`src/rtl/uart_core_cfg.sv`:
```
// Parametrised full-duplex UART: valid/ready TX, synchronised RX with false-start
// rejection and parity/framing error flags.
module uart_core_cfg #(
    parameter int CLK_FREQ   = 1000000,
    parameter int BAUD_RATE  = 9600,
    parameter int DATA_BITS  = 8,
    parameter int PARITY_EN  = 0,
    parameter int PARITY_ODD = 0,
    parameter int STOP_BITS  = 1
) (
    input  logic                 clk,
    input  logic                 rst,
    input  logic                 tx_valid,
    input  logic [DATA_BITS-1:0] tx_data,
    output logic                 tx_ready,
    output logic                 tx,
    output logic                 tx_done,
    input  logic                 rx,
    output logic [DATA_BITS-1:0] rx_data,
    output logic                 rx_valid,
    output logic                 rx_parity_err,
    output logic                 rx_frame_err,
    output logic                 rx_busy
);
    localparam int CPB = CLK_FREQ / BAUD_RATE;
    localparam int CW  = $clog2(STOP_BITS * CPB + 1);

    localparam logic [CW-1:0] BIT_LAST  = CW'(CPB - 1);
    localparam logic [CW-1:0] HALF_LAST = CW'(CPB / 2 - 1);
    localparam logic [CW-1:0] STOP_LAST = CW'(STOP_BITS * CPB - 1);
    localparam logic [2:0]    IDX_LAST  = 3'(DATA_BITS - 1);

    localparam logic [2:0] S_IDLE   = 3'd0;
    localparam logic [2:0] S_START  = 3'd1;
    localparam logic [2:0] S_DATA   = 3'd2;
    localparam logic [2:0] S_PARITY = 3'd3;
    localparam logic [2:0] S_STOP   = 3'd4;

    generate
        if (CPB < 4) begin : g_bad_cpb
            $error("uart_core_cfg: CLK_FREQ/BAUD_RATE must be at least 4");
        end
        if (DATA_BITS < 5 || DATA_BITS > 8) begin : g_bad_data_bits
            $error("uart_core_cfg: DATA_BITS must be in 5..8");
        end
        if (STOP_BITS < 1 || STOP_BITS > 2) begin : g_bad_stop_bits
            $error("uart_core_cfg: STOP_BITS must be 1 or 2");
        end
    endgenerate

    function automatic logic parity_of(input logic [DATA_BITS-1:0] d);
        return (^d) ^ (PARITY_ODD != 0);
    endfunction

    logic [2:0]           tx_state;
    logic [CW-1:0]        tx_cnt;
    logic [2:0]           tx_idx;
    logic [DATA_BITS-1:0] tx_shift;
    logic                 tx_par;
    logic                 tx_line;

    assign tx_ready = (tx_state == S_IDLE);
    assign tx_done  = (tx_state == S_STOP) && (tx_cnt == STOP_LAST);
    assign tx       = tx_line;

    // TX: tx_line is registered so the pad never sees decode glitches
    always_ff @(posedge clk or negedge rst) begin
        if (!rst) begin
            tx_state <= S_IDLE;
            tx_cnt   <= '0;
            tx_idx   <= '0;
            tx_shift <= '0;
            tx_par   <= 1'b0;
            tx_line  <= 1'b1;
        end else begin
            case (tx_state)
                S_IDLE: begin
                    if (tx_valid) begin
                        tx_shift <= tx_data;
                        tx_par   <= parity_of(tx_data);
                        tx_line  <= 1'b0;
                        tx_cnt   <= '0;
                        tx_state <= S_START;
                    end
                end
                S_START: begin
                    if (tx_cnt == BIT_LAST) begin
                        tx_cnt   <= '0;
                        tx_idx   <= '0;
                        tx_line  <= tx_shift[0];
                        tx_state <= S_DATA;
                    end else begin
                        tx_cnt <= tx_cnt + CW'(1);
                    end
                end
                S_DATA: begin
                    if (tx_cnt == BIT_LAST) begin
                        tx_cnt <= '0;
                        if (tx_idx == IDX_LAST) begin
                            if (PARITY_EN != 0) begin
                                tx_line  <= tx_par;
                                tx_state <= S_PARITY;
                            end else begin
                                tx_line  <= 1'b1;
                                tx_state <= S_STOP;
                            end
                        end else begin
                            tx_idx   <= tx_idx + 3'd1;
                            tx_shift <= tx_shift >> 1;
                            tx_line  <= tx_shift[1];
                        end
                    end else begin
                        tx_cnt <= tx_cnt + CW'(1);
                    end
                end
                S_PARITY: begin
                    if (tx_cnt == BIT_LAST) begin
                        tx_cnt   <= '0;
                        tx_line  <= 1'b1;
                        tx_state <= S_STOP;
                    end else begin
                        tx_cnt <= tx_cnt + CW'(1);
                    end
                end
                S_STOP: begin
                    if (tx_cnt == STOP_LAST) begin
                        tx_cnt   <= '0;
                        tx_state <= S_IDLE;
                    end else begin
                        tx_cnt <= tx_cnt + CW'(1);
                    end
                end
                default: begin
                    tx_line  <= 1'b1;
                    tx_state <= S_IDLE;
                end
            endcase
        end
    end

    // RX stage p0/p1: two-flop synchroniser, idles high like the line
    logic rx_p0, rx_p1, rx_s;

    always_ff @(posedge clk or negedge rst) begin
        if (!rst) begin
            rx_p0 <= 1'b1;
            rx_p1 <= 1'b1;
        end else begin
            rx_p0 <= rx;
            rx_p1 <= rx_p0;
        end
    end

    assign rx_s = rx_p1;

    logic [2:0]           rx_state;
    logic [CW-1:0]        rx_cnt;
    logic [2:0]           rx_idx;
    logic [DATA_BITS-1:0] rx_shift;
    logic                 rx_par;
    logic                 rx_armed;

    assign rx_busy = (rx_state != S_IDLE);

    // RX FSM: rx_armed blocks re-triggering on a line still low after a frame
    always_ff @(posedge clk or negedge rst) begin
        if (!rst) begin
            rx_state      <= S_IDLE;
            rx_cnt        <= '0;
            rx_idx        <= '0;
            rx_shift      <= '0;
            rx_par        <= 1'b0;
            rx_armed      <= 1'b0;
            rx_data       <= '0;
            rx_valid      <= 1'b0;
            rx_parity_err <= 1'b0;
            rx_frame_err  <= 1'b0;
        end else begin
            rx_valid <= 1'b0;
            case (rx_state)
                S_IDLE: begin
                    if (rx_s) begin
                        rx_armed <= 1'b1;
                    end else if (rx_armed) begin
                        rx_armed <= 1'b0;
                        rx_cnt   <= '0;
                        rx_state <= S_START;
                    end
                end
                S_START: begin
                    if (rx_cnt == HALF_LAST) begin
                        rx_cnt   <= '0;
                        rx_idx   <= '0;
                        rx_state <= rx_s ? S_IDLE : S_DATA;
                    end else begin
                        rx_cnt <= rx_cnt + CW'(1);
                    end
                end
                S_DATA: begin
                    if (rx_cnt == BIT_LAST) begin
                        rx_cnt   <= '0;
                        rx_shift <= {rx_s, rx_shift[DATA_BITS-1:1]};
                        if (rx_idx == IDX_LAST) begin
                            rx_state <= (PARITY_EN != 0) ? S_PARITY : S_STOP;
                        end else begin
                            rx_idx <= rx_idx + 3'd1;
                        end
                    end else begin
                        rx_cnt <= rx_cnt + CW'(1);
                    end
                end
                S_PARITY: begin
                    if (rx_cnt == BIT_LAST) begin
                        rx_cnt   <= '0;
                        rx_par   <= rx_s;
                        rx_state <= S_STOP;
                    end else begin
                        rx_cnt <= rx_cnt + CW'(1);
                    end
                end
                S_STOP: begin
                    if (rx_cnt == BIT_LAST) begin
                        rx_cnt        <= '0;
                        rx_data       <= rx_shift;
                        rx_parity_err <= (PARITY_EN != 0) && (rx_par != parity_of(rx_shift));
                        rx_frame_err  <= ~rx_s;
                        rx_valid      <= 1'b1;
                        rx_state      <= S_IDLE;
                    end else begin
                        rx_cnt <= rx_cnt + CW'(1);
                    end
                end
                default: rx_state <= S_IDLE;
            endcase
        end
    end
endmodule
```
`config.mk`:
```
export PLATFORM = sky130hd
export DESIGN_NAME = uart_core_cfg
export DESIGN_NICKNAME = d
export VERILOG_FILES = /design/src/rtl/uart_core_cfg.sv
export SDC_FILE = /design/constraint.sdc
export NUM_CORES = 1
export LEC_CHECK = 0
export ABC_AREA = 1
export BUFFER_PORTS_ARGS = -buffer_cell sky130_fd_sc_hd__buf_2
export CAP_MARGIN = 0
export CORE_MARGIN = 3
export CORE_UTILIZATION = 56
export CTS_BUF_LIST = sky130_fd_sc_hd__clkbuf_4 sky130_fd_sc_hd__clkbuf_8
export CTS_CLUSTER_SIZE = 12
export DETAILED_ROUTE_END_ITERATION = 10
export HOLD_SLACK_MARGIN = 0.1
export PLACE_DENSITY = 0.78
export SYNTH_ARGS = -nofsm -noshare
export SYNTH_HDL_FRONTEND = slang
export SYNTH_SLANG_ARGS = --single-unit
```
`constraint.sdc`:
```
create_clock -name clk -period 3.1 [get_ports clk]
set_input_delay 0.465 -clock clk [delete_from_list [all_inputs] [get_ports clk]]
set_output_delay 0.465 -clock clk [all_outputs]
set_load 0.01 [all_outputs]
```
==> metrics.md <==
| Metric | Value |
|---|---|
| Complex-gate fraction of the synthesized area | 0.0679 |
| Mux cell area share after synthesis | 0 |
| Top cells by area, synth | dfrtp_1 (46%), nand2_1 (17%), nand3_1 (5.2%) |
| Initial antenna violation count | 0 |
| Routed WL per cell | 11.1 microns |
| Layout cell share with drive strength beyond 1 | 0.163 |
| Seq/Total Area, Yosys | 0.486 |
| Worst slew pin tran | 0.689 ns |
| Count of cell types in the netlist | 32 |
| Seq pwr share | 0.428 |
| Final Wtd Congestion | 0.909 |
| Run status | completed |
| Gate Count Post-Synth | 358 |
| Max-cap violations | 0 |
| Clock Pin Slew Worst Setup and Hold Paths | 0.11 ns |
| Clk Latency, worst-skew pair | 0.31 ns |
| ANT nets after route | 0 |
| Sw Ratio | 0.430 |
| Total number of vias | 2298 |
| Cell area after synthesis | 2890 sq um |
| Die width | 77.9 microns |
| CP Class | reg -> out |
| DRC Markers | 0 |
| Static leakage | 1.74 nW |
| FF+latch count, synth | 56 |
| Syn Area/Cell | 8.08 sq um |
| First-pass GRT wire length | 9630 microns |
| Sink Count | 56 |
| CTS root buf | clkbuf_8 |
| Count of final hold-check violations | 0 |
| Clock power frac | 0.174 |
| CTS tree | yes |
| Startpoint Class | register |
| IO Count | 27 |
| Crit path max fanout | 9 |
| FF/Latch Area | 1410 sq um |
| Cell area after placement | 3060 sq um |
| Largest net degree at the start of global routing | 57 |
| Num CTS Buffers | 5 |
| WP buf/inv | 2 |
| Number of flops mapped to enable cells by yosys | 0 |
| Layout net count | 404 |
| Die H | 77.9 microns |
| Vias in the first global route | 2247 |
| Worst hold path class | in -> reg |
| Period utilisation layout | 0.637 |
| Async set-or-reset flop fraction in the synthesized netlist | 1.00 |
| Area share of fa/ha/maj cells after synthesis | 0.0260 |
| Final Slew Violations | 0 |
| Worst EP arrival | 1.51 ns |
| Die area | 6060 sq um |
| Resize count post-CTS | 0 |
| Gr ovfl total | 0 |
| Largest family of logic cells by synthesized area | simple AND/OR/NAND/NOR gates |
| Min Tclk post-route | 1.97 ns |
| Net load switching power | 1.04 mW |
| Layout area overhead | 8.96% |
| Area leader, netlist | dfrtp_1 |
| # Post-CTS Setup Buffers | 0 |
| Max-slew headroom | 0.541 |
| Deepest clock path buffer count | 2 |
| PortBufs | 25 |
| Post-detail-place hpwl | 3680 microns |
| Synthesis Warnings | 0 |
| H-tree level count | 2 |
| Main flop type after synthesis | dfrtp_1 |
| First-iteration detailed-routing DRC count | 105 |
| # setup viols final | 0 |
| Design area | 3150 sq um |
| Post-synth top area share | 0.459 |
| Worst Setup End Kind | output port |
| PwrDens | 767 nW/um^2 |
| Int Pwr | 1.38 mW |
| VDD IR max | 0.000515 V |
| Crit path cell chain | ha_1, nand2_2, clkinv_1, nand3_4, nor2_1, buf_2 |
| Global Route Usage Sum | 0.196 |
| Data required time of the worst path | 2.63 ns |
| Multi-input gate area | 1290 sq um |
| Initial core utilization | 0.596 |
| Worst path max stage delay | 0.43 ns |
| Setup TNS | 0 ns |
| FP Rows | 25 |
| Final WL | 5060 microns |
| Number of diodes | 0 |
| Largest delay contributor family on the critical path | flip-flops |
| Post-CTS Hold Fix Bufs | 0 |
| First-pass DRT Iterations | 5 |
| Core area | 4850 sq um |
| Most frequent cell after synthesis | nand2_1 |
| Peak Freq | 507 MHz |
| Most frequent cells after synthesis | nand2_1 (132), dfrtp_1 (53), inv_1 (31) |
| Skew final | 0.00693 ns |
| Crit-path slowest cell | dfrtp_1 |
| Post-Synth Simple-Gate Area | 0.341 |
| RSZ-0062 raised after global routing | no |
| Comb power frac | 0.398 |
| Non-Filler Instances | 454 |
| Vias/cell | 5.06 |
| Syn Nets | 376 |
| Cells after DPL | 446 |
| Fillers | 415 |
| XOR/XNOR share of the synthesized area | 0.0121 |
worst reg2reg max path: stages, from the launching register on:
cell and delay [ns]:
dfrtp_1 0.41, ha_1 0.20, nand2_2 0.07, clkinv_1 0.10, nand3_4 0.12, a21oi_2 0.45
nand2_1 0.10, nand2_1 0.07, nand2_1 0.05
cell families after synthesis:
kind of cell,Yosys count
other cells,1
xor+xnor,4
fa+ha+maj,6
compound gates,35
flops,56
buf+inv,42
simple gates,214
cells in the final DEF (no fill, tap or decap), drive strengths merged:
cell and instances:
a21boi 1, a21oi 11, buf 26, clkbuf 5, clkinv 2, conb 1
dfrtp 53, dfstp 3, ha 6, inv 38, nand2 141, nand3 33
nand3b 2, nand4 5, nor2 32, o21ai 21, o21bai 1, o22ai 1
or2 1, xnor2 2, xor2 2
registers in the layout, indices dropped and copies added, names as in the netlist:
signal and cells:
tx_cnt 7, tx 1, rx_cnt 7, rx_data 8
tx_idx 3, rx_p0 1, rx_armed 1, rx_frame_err 1
rx_valid 1, tx_state 3, rx_p1 1, rx_idx 3
tx_shift 8, rx_shift 8, rx_state 3
metal layers:
| metal | share of wire | GRT usage |
|---|---|---|
| met5 | 0 | 0 |
| met4 | 0.0071 | 0.0587 |
| met3 | 0.034 | 0.0499 |
| met2 | 0.48 | 0.326 |
| met1 | 0.48 | 0.250 |
metrics by stage:
step | power, mW | utilization | hold WS (ns) | worst slack (ns)
floorplan | 1.81 | - | 0.169 | 1.64
global placement | 1.98 | 0.630 | 0.350 | 1.50
global route | 2.64 | 0.650 | 0.213 | 1.00
finish | 2.42 | 0.650 | 0.235 | 1.13
detailed placement | 2.01 | 0.630 | 0.349 | 1.45
CTS | 2.44 | 0.650 | 0.225 | 1.11
power groups by stage:
| stage | combinational (mW) | clock [mW] | sequential (mW) |
|---|---|---|---|
| floorplan | 0.791 | 0 | 1.02 |
| global placement | 0.939 | 0 | 1.04 |
| detailed placement | 0.965 | 0 | 1.05 |
| CTS | 0.970 | 0.433 | 1.03 |
| global route | 1.12 | 0.468 | 1.06 |
| finish | 0.962 | 0.420 | 1.03 |
area by class of cell:
cell class,count,share of cell area
sequential,56,0.446
inverter,37,0.0441
clock inverter,3,0.00834
multi-input combinational,260,0.411
clock buffer,5,0.0218
tap,67,0.0266
timing repair buffer,26,0.0421
worst paths after layout:
| check | from | end | slack [ns] | cells after the start |
|---|---|---|---|---|
| worst max-delay path | tx_cnt[0] | tx_done | 1.13 | 6 |
| worst min-delay path | rx | rx_p0 | 0.23 | 1 |
| worst max register to register | tx_cnt[0] | tx_state[1] | 1.44 | 8 |
| worst min register to register | rx_p0 | rx_p1 | 0.37 | 0 |
| max in group asynchronous | rst | tx_shift[6] | 2.38 | 2 |
| min in group asynchronous | rst | tx_cnt[2] | 0.26 | 2 |
Note: power is estimated with default switching activity, not from simulation.
